**src/rtl/if_id_queue_pkg.sv**
```systemverilog
// if_id_queue_pkg: shared types and defaults for the elastic IF/ID queue.
package if_id_queue_pkg;
    localparam int WORD_W = 32;
    localparam int IF_ID_DEPTH = 4;
    typedef logic [WORD_W-1:0] word_t;
    typedef struct packed {
        word_t imemload;
        word_t pcp4;
    } if_id_entry_t;
endpackage

```
**src/rtl/if_id_queue_if.sv**
```systemverilog
// if_id_queue_if: fetch/decode handshake bundle for the IF/ID queue.
interface if_id_queue_if #(
    parameter int DATA_W = 32,
    parameter int PC_W = 32,
    parameter int DEPTH = 4
);
    logic flush;
    logic hold;
    logic in_valid;
    logic in_ready;
    logic [DATA_W-1:0] imemload_in;
    logic [PC_W-1:0] pcp4_in;
    logic out_valid;
    logic out_ready;
    logic [DATA_W-1:0] imemload_out;
    logic [PC_W-1:0] pcp4_out;
    logic [$clog2(DEPTH+1)-1:0] count;
    modport slave (
        input flush, hold, in_valid, imemload_in, pcp4_in, out_ready,
        output in_ready, out_valid, imemload_out, pcp4_out, count
    );
    modport master (
        output flush, hold, in_valid, imemload_in, pcp4_in, out_ready,
        input in_ready, out_valid, imemload_out, pcp4_out, count
    );
    modport fetch (
        output in_valid, imemload_in, pcp4_in,
        input in_ready, flush, hold
    );
    modport decode (
        output out_ready,
        input out_valid, imemload_out, pcp4_out, flush, hold
    );
endinterface

```
**src/rtl/if_id_queue_ptr.sv**
```systemverilog
// if_id_queue_ptr: mod-DEPTH pointer; DEPTH is a power of two so it wraps naturally.
module if_id_queue_ptr #(
    parameter int DEPTH = 4
) (
    input  logic CLK,
    input  logic RST,
    input  logic inc,
    input  logic clr,
    output logic [$clog2(DEPTH)-1:0] ptr
);
    localparam int W = $clog2(DEPTH);
    always_ff @(posedge CLK or posedge RST)
        if (RST) ptr <= '0;
        else if (clr) ptr <= '0;
        else if (inc) ptr <= ptr + W'(1);
endmodule

```
**src/rtl/if_id_queue.sv**
```systemverilog
// if_id_queue: DEPTH-entry circular buffer of {instruction, PC+4} between fetch and decode.
module if_id_queue
    import if_id_queue_pkg::*;
#(
    parameter int DATA_W = WORD_W,
    parameter int PC_W = WORD_W,
    parameter int DEPTH = IF_ID_DEPTH,
    parameter logic [DATA_W-1:0] NOP_WORD = '0
) (
    input logic CLK,
    input logic RST,
    if_id_queue_if.slave q
);
    localparam int AW = $clog2(DEPTH);
    localparam int CW = $clog2(DEPTH+1);
    typedef struct packed {
        logic [DATA_W-1:0] imemload;
        logic [PC_W-1:0] pcp4;
    } entry_t;
    entry_t mem [DEPTH];
    logic [AW-1:0] wr_ptr, rd_ptr;
    logic [CW-1:0] count;
    logic push, pop;
    // in_ready ignores a same-cycle pop to keep the ready path short
    always_comb begin
        q.in_ready = (count < CW'(DEPTH)) && !q.hold;
        q.out_valid = count != '0;
        push = q.in_valid && q.in_ready && !q.flush;
        pop = q.out_valid && q.out_ready && !q.hold && !q.flush;
        q.imemload_out = q.out_valid ? mem[rd_ptr].imemload : NOP_WORD;
        q.pcp4_out = q.out_valid ? mem[rd_ptr].pcp4 : '0;
        q.count = count;
    end
    always_ff @(posedge CLK or posedge RST)
        if (RST) count <= '0;
        else if (q.flush) count <= '0;
        else count <= count + CW'(push) - CW'(pop);
    // storage is left stale on flush; output masking hides it
    always_ff @(posedge CLK)
        if (push) mem[wr_ptr] <= {q.imemload_in, q.pcp4_in};
    if_id_queue_ptr #(.DEPTH(DEPTH)) u_wr (.CLK(CLK), .RST(RST), .inc(push), .clr(q.flush), .ptr(wr_ptr));
    if_id_queue_ptr #(.DEPTH(DEPTH)) u_rd (.CLK(CLK), .RST(RST), .inc(pop), .clr(q.flush), .ptr(rd_ptr));
endmodule
```
**src/flat_wrapper.sv**
```systemverilog
// flat-port wrapper written by rule: the top's interface ports become plain ports
module if_id_queue_flat import if_id_queue_pkg::*;
#(
    parameter int DATA_W = WORD_W,
    parameter int PC_W = WORD_W,
    parameter int DEPTH = IF_ID_DEPTH,
    parameter logic [DATA_W-1:0] NOP_WORD = '0
)
  (CLK, RST, q_flush, q_hold, q_in_valid, q_imemload_in, q_pcp4_in, q_out_ready, q_in_ready, q_out_valid, q_imemload_out, q_pcp4_out, q_count);
  if_id_queue_if #(.DATA_W(DATA_W), .PC_W(PC_W), .DEPTH(DEPTH)) q_i ();
  input logic CLK;
  input logic RST;
  input wire logic [$bits(q_i.flush)-1:0] q_flush;
  input wire logic [$bits(q_i.hold)-1:0] q_hold;
  input wire logic [$bits(q_i.in_valid)-1:0] q_in_valid;
  input wire logic [$bits(q_i.imemload_in)-1:0] q_imemload_in;
  input wire logic [$bits(q_i.pcp4_in)-1:0] q_pcp4_in;
  input wire logic [$bits(q_i.out_ready)-1:0] q_out_ready;
  output wire logic [$bits(q_i.in_ready)-1:0] q_in_ready;
  output wire logic [$bits(q_i.out_valid)-1:0] q_out_valid;
  output wire logic [$bits(q_i.imemload_out)-1:0] q_imemload_out;
  output wire logic [$bits(q_i.pcp4_out)-1:0] q_pcp4_out;
  output wire logic [$bits(q_i.count)-1:0] q_count;
  assign q_i.flush = q_flush;
  assign q_i.hold = q_hold;
  assign q_i.in_valid = q_in_valid;
  assign q_i.imemload_in = q_imemload_in;
  assign q_i.pcp4_in = q_pcp4_in;
  assign q_i.out_ready = q_out_ready;
  assign q_in_ready = q_i.in_ready;
  assign q_out_valid = q_i.out_valid;
  assign q_imemload_out = q_i.imemload_out;
  assign q_pcp4_out = q_i.pcp4_out;
  assign q_count = q_i.count;
  if_id_queue #(.DATA_W(DATA_W), .PC_W(PC_W), .DEPTH(DEPTH), .NOP_WORD(NOP_WORD)) u_core (.CLK(CLK), .RST(RST), .q(q_i));
endmodule
```
**config.mk**
```make
export PLATFORM = sky130hd
export DESIGN_NAME = if_id_queue_flat
export DESIGN_NICKNAME = d
export VERILOG_FILES = /design/src/rtl/if_id_queue_pkg.sv /design/src/rtl/if_id_queue_if.sv /design/src/rtl/if_id_queue_ptr.sv /design/src/rtl/if_id_queue.sv /design/src/flat_wrapper.sv
export SDC_FILE = /design/constraint.sdc
export NUM_CORES = 1
export LEC_CHECK = 0
export CORE_UTILIZATION = 31
export CTS_CLUSTER_DIAMETER = 60
export DETAILED_ROUTE_END_ITERATION = 12
export DONT_BUFFER_PORTS = 1
export SLEW_MARGIN = 0
export SYNTH_ARGS = -nofsm -noshare
export SYNTH_HDL_FRONTEND = slang
export SYNTH_SLANG_ARGS = --single-unit
```
**constraint.sdc**
```tcl
create_clock -name CLK -period 9.47 [get_ports CLK]
set_input_delay 1.894 -clock CLK [delete_from_list [all_inputs] [get_ports CLK]]
set_output_delay 1.894 -clock CLK [all_outputs]
set_load 0.02 [all_outputs]
```
## Yosys cells after proc, flatten, opt, wreduce, memory -nomap -nowiden

Memories as Yosys holds them, arrays and structs flattened.
Index checks and enable logic that the tools add are counted.
W data, S select, Z words.

- Register bits after elaboration: 7
- Latch bits: 0
- RAM bits: 256
- Memory bits (read-only): 0
- Output and inout bits: 69
- Word-level logic and storage cells: 29
- Memories: 1

- Add/sub/neg operators: 4
- $mul: 0
- Div/mod/pow operators: 0
- Order comparisons: 1
- Equal/unequal tests: 0
- Shifts and indexed selects: 0
- Muxes and demuxes: 9
- Bitwise operators: 0
- Reductions and logical operators: 11

Memories:

| name | words | bits a word | read ports | clocked after Yosys merged registers in | write ports | line | RTL |
|---|---|---|---|---|---|---|---|
| u_core.mem | 4 | 64 | 1 | 0 | 1 | if_id_queue.sv:20 | `entry_t mem [DEPTH];` |

Operators with widths:

| cell | count |
|---|---|
| $mux W32 | 2 |
| $mux W2 | 4 |
| $logic_and A1 B1 Y1 | 6 |
| $add A2 B1 Y2 const B | 2 |
| $reduce_bool A2 Y1 | 2 |
| $add A3 B1 Y3 | 1 |
| $lt A3 B3 Y1 const B | 1 |
| $mux W3 | 1 |
| $reduce_bool A3 Y1 | 1 |
| $sub A3 B1 Y3 | 1 |
| $logic_not A1 Y1 | 2 |
| $mux W1 | 2 |

## Longest topological paths before layout

- Depth after elaboration: 7
- Mapped depth: 10

## Modules after synthesis

From an unflattened synthesis, not the netlist that was laid out.

- Cells, all modules: 445
- Area, all modules: 10153.5 µm²

By module, submodules not included:

| module | times used | cells an instance | area an instance (µm²) | seq. area each (µm²) |
|---|---|---|---|---|
| if_id_queue | 1 | 429 | 9968.3 | 7762.4 |
| if_id_queue_ptr | 2 | 8 | 92.6 | 50.0 |

## Least setup slack after synthesis

Ideal clock, no wire load.

- Path kind: input to register
- From: in q_hold
- To: mem u_core.mem[0][0] in the netlist's numbering, enable pin
- Library setup time: 429 ps
- Data arrival time: 4071 ps
- Setup slack: 4970 ps
- Stages: 3
- Path buffers: 0
- Path through: nor3b_1 -> nor2b_1 -> and2_1

- Longest elaborated chain between the ends: 6

Ends and longest elaborated chain:

| element | line | RTL |
|---|---|---|
| start: declaration | flat_wrapper.sv:14 | `input wire logic [$bits(q_i.hold)-1:0] q_hold;` |
| $logic_not A1 Y1 | if_id_queue.sv:26 | `q.in_ready = (count < CW'(DEPTH)) && !q.hold;` |
| $logic_and A1 B1 Y1 | if_id_queue.sv:26 |  |
| $logic_and A1 B1 Y1 (2 in series) | if_id_queue.sv:28 | `push = q.in_valid && q.in_ready && !q.flush;` |
| $mux W1 | if_id_queue.sv:40 | `if (push) mem[wr_ptr] <= {q.imemload_in, q.pcp4_in};` |
| $mux W1 (not written as such) | if_id_queue.sv:40 |  |
| end: declaration | if_id_queue.sv:20 |  |

Every way passes these cells.

## Worst setup path after layout

- From: reg u_core.u_rd.ptr[0]
- To: out q_imemload_out[15]

- Longest elaborated chain between the ends: 2

Ends and longest elaborated chain:

| element | line | RTL |
|---|---|---|
| start: declaration | if_id_queue_ptr.sv:9 | `output logic [$clog2(DEPTH)-1:0] ptr` |
| start signal: assignment | if_id_queue_ptr.sv:15 | `else if (inc) ptr <= ptr + W'(1);` |
| $mem_v2 Z4 W64 | n/a |  |
| $mux W32 | if_id_queue.sv:30 | `q.imemload_out = q.out_valid ? mem[rd_ptr].imemload : NOP_WORD;` |
| end: declaration | flat_wrapper.sv:21 | `output wire logic [$bits(q_i.imemload_out)-1:0] q_imemload_out;` |

Every way passes these cells.

==> results.json <==
{
  "grt_use_total_pct": 11.5,
  "yosys_register_bits": 263,
  "crit_path_start_kind": "flop",
  "die_h_um": 183,
  "hold_buffers": 0,
  "syn2layout_area_growth_pct": 11.7,
  "clockRootBuffer": "clkbuf_16",
  "drc_errors": 0,
  "tns_ns": 0,
  "clock.fmax_mhz": 205,
  "core_area_um2": 31900,
  "netlist_top_cells_area": "edfxtp_1, mux4_2, and2_1, dfrtp_1, buf_12",
  "synth_xor_area_share_pct": 0.258,
  "fillers": 2936,
  "hp-start": "u_core.u_wr.ptr[1]$_DFFE_PP0P_",
  "ff2ff_path_depth": 3,
  "r2r_setup_slack_ns": 6.58,
  "synth_nets": 531,
  "finClkSkew_ns": 0.0149,
  "r2r_end": "u_core.mem[2][25]$_DFFE_PP_",
  "cp.arrival_ns": 3.00,
  "setup_ws_ns": 4.58,
  "synth_adder_area_share_pct": 0.935,
  "cts_resized": 0,
  "grt_max_degree": 67,
  "maxCapViolCount": 0,
  "clockBufferDepth": 3,
  "vdd_ir_drop_max_uv": 145,
  "whs_path_depth": 2,
  "hold_viol": 0,
  "drv_slew": 0,
  "numCtsBuffers": 27,
  "cts_setup_buffers": 0,
  "synth_flop_cell": "edfxtp_1",
  "avgSynthCellArea_um2": 22.4,
  "die-area_um2": 33500,
  "ioPinCount": 139,
  "cts_tree": "done",
  "layout_min_cycle_time_ns": 4.89,
  "synth_top_family_by_area": "multiplexers",
  "dpl.hpwl_mm": 10.4,
  "drive_above_1_share_pct": 22.6,
  "routed_wl_mm": 18.9,
  "rr_startpoint": "u_core.q.count[2]$_DFF_PP0_",
  "synth.most_common_cell": "edfxtp_1",
  "cp.required_ns": 7.58,
  "synthArstFlopShare_pct": 2.66,
  "min_to": "u_core.u_wr.ptr[1]$_DFFE_PP0P_",
  "gp_congestion": 0.674,
  "final.period_utilization_pct": 51.6,
  "netlist.area_leader.share_pct": 75.6,
  "grt_pass1_vias": 4800,
  "first_pass_iters": 5,
  "insertion_delay_ns": 0.53,
  "max-slew-margin-rel_pct": 27.0,
  "p_per_area_nw_per_um2": 226,
  "synth_mux_area_share_pct": 14.4,
  "antenna_found_initial": 0,
  "worst_pin_slew_ns": 1.09,
  "die_w_um": 183,
  "leakage_nw": 3.45,
  "grt_setup_unrepaired": "false",
  "postRouteAntennaNets": 0,
  "critPathKind": "reg -> out",
  "syn_area_um2": 10200,
  "post-place-ws_ns": 5.00,
  "wl_per_cell_um": 20.7,
  "yosysSeqAreaShare_pct": 77.3,
  "start_util_pct": 31.9,
  "htree_levels": 1,
  "synth_simple_gate_area_share_pct": 5.01,
  "drt_iter0_drc": 175,
  "synthTopCellsByCount": "edfxtp_1, and2_1, mux4_2",
  "vias_per_cell": 4.61,
  "portBuffers": 0,
  "hold_path_class": "reg -> reg",
  "grt_pass1_wl_mm": 29.0,
  "outcome": "finished clean",
  "clkSinkCount": 263,
  "clkSlewWorstSetupHoldPaths_ns": 0.06,
  "num_rows": 65,
  "path_max_fanout": 39,
  "crit_path_end_kind": "output pin",
  "grt_overflow_total": 0,
  "setup_viol": 0,
  "synth_edf_count": 256,
  "synth_cells": 454,
  "finalNetCount": 538,
  "synth_largest_area_cell": "edfxtp_1",
  "vias": 4211,
  "antenna_cells": 0,
  "synth_warnings": 0,
  "synthDistinctLibCells": 24,
  "synth_compound_area_share_pct": 0.123
}
[cell families after synthesis]
kind of cell,Yosys count
DFF,263
and+or+nand+nor,83
muxes,66
buffers and inverters,30
adders and majority gates,7
xor gates and xnor gates,3
AOI/OAI and AO/OA,2
[per-stage QoR]
stage                     util (%)  instances  power (mW)  area, um^2  hold WS, ns
final                         35.6        913        2.56       11400        0.610
after global routing          35.6        913        2.66       11400        0.632
after CTS                     35.6        913        2.60       11400        0.613
after detailed placement      33.1        867        1.64       10600        0.597
after global placement        33.1        867        1.63       10600        0.555
after floorplan                  -        454        1.60       10200        0.538
[per-layer routing]
layer / vias up / GRT usage (%) / share of wire [%]
met5: - / 0 / 0
met1: 2236 / 13.6 / 40
met2: 115 / 20.1 / 51
met3: 28 / 3.49 / 6.5
met4: 0 / 3.03 / 2.5
li1: 1832 / - / -
[final cells by class]
class                   instances  area (um^2)  area share (%)
flip-flops and latches        263         7870            69.3
multi-input cells             161         2120            18.6
clock inverters                 6         33.8           0.298
well taps                     435          544            4.79
inverters                       7         26.3           0.231
repair buffers                  1         7.51          0.0661
clock buffers                  40          754            6.65
[flip-flops by register name (all words and copies together), names as in the netlist]
name             count
u_core.q.count       3
u_core.mem         256
u_core.u_wr.ptr      2
u_core.u_rd.ptr      2
[cells in the final DEF, fill, tap and decap left out, types with 4 or more instances in the layout]
cell type / synthesis / layout
inv_1: 7 / 6
clkbuf_1: 10 / 10
and2_4: 0 / 4
ha_1: 6 / 6
dfrtp_1: 7 / 5
edfxtp_1: 256 / 256
clkbuf_16: 0 / 27
mux4_2: 64 / 64
and2_1: 68 / 64
nor2_1: 6 / 6
nor2b_1: 4 / 4
[power breakdown]
| group | internal, mW | switching, mW | total (mW) |
|---|---|---|---|
| sequential | 1.31 | 0.0208 | 1.33 |
| combinational | 0.0884 | 0.192 | 0.280 |
| clock | 0.546 | 0.408 | 0.954 |
| total | 1.94 | 0.621 | 2.56 |
[how the worst max path moves through the flow]
stage | startpoint | endpoint | slack (ns) | depth (start not counted)
after detailed placement | u_core.u_rd.ptr[0]$_DFFE_PP0P_ | q_pcp4_out[13] | 5.00 | 3
after floorplan | q_hold | u_core.mem[0][0]$_DFFE_PP_ | 4.97 | 3
after global placement | u_core.u_rd.ptr[0]$_DFFE_PP0P_ | q_pcp4_out[13] | 5.02 | 3
after global routing | u_core.u_rd.ptr[0]$_DFFE_PP0P_ | q_pcp4_out[25] | 4.30 | 3
after CTS | u_core.u_rd.ptr[0]$_DFFE_PP0P_ | q_pcp4_out[13] | 4.41 | 3
final | u_core.u_rd.ptr[0]$_DFFE_PP0P_ | q_imemload_out[15] | 4.58 | 3
[critical path, stage by stage (launching register included)]
cell and delay (ns):
dfrtp_4 0.80, buf_4 0.75, mux4_2 0.61, and2_1 0.24
No activity file was read; power rests on OpenSTA's default activity.
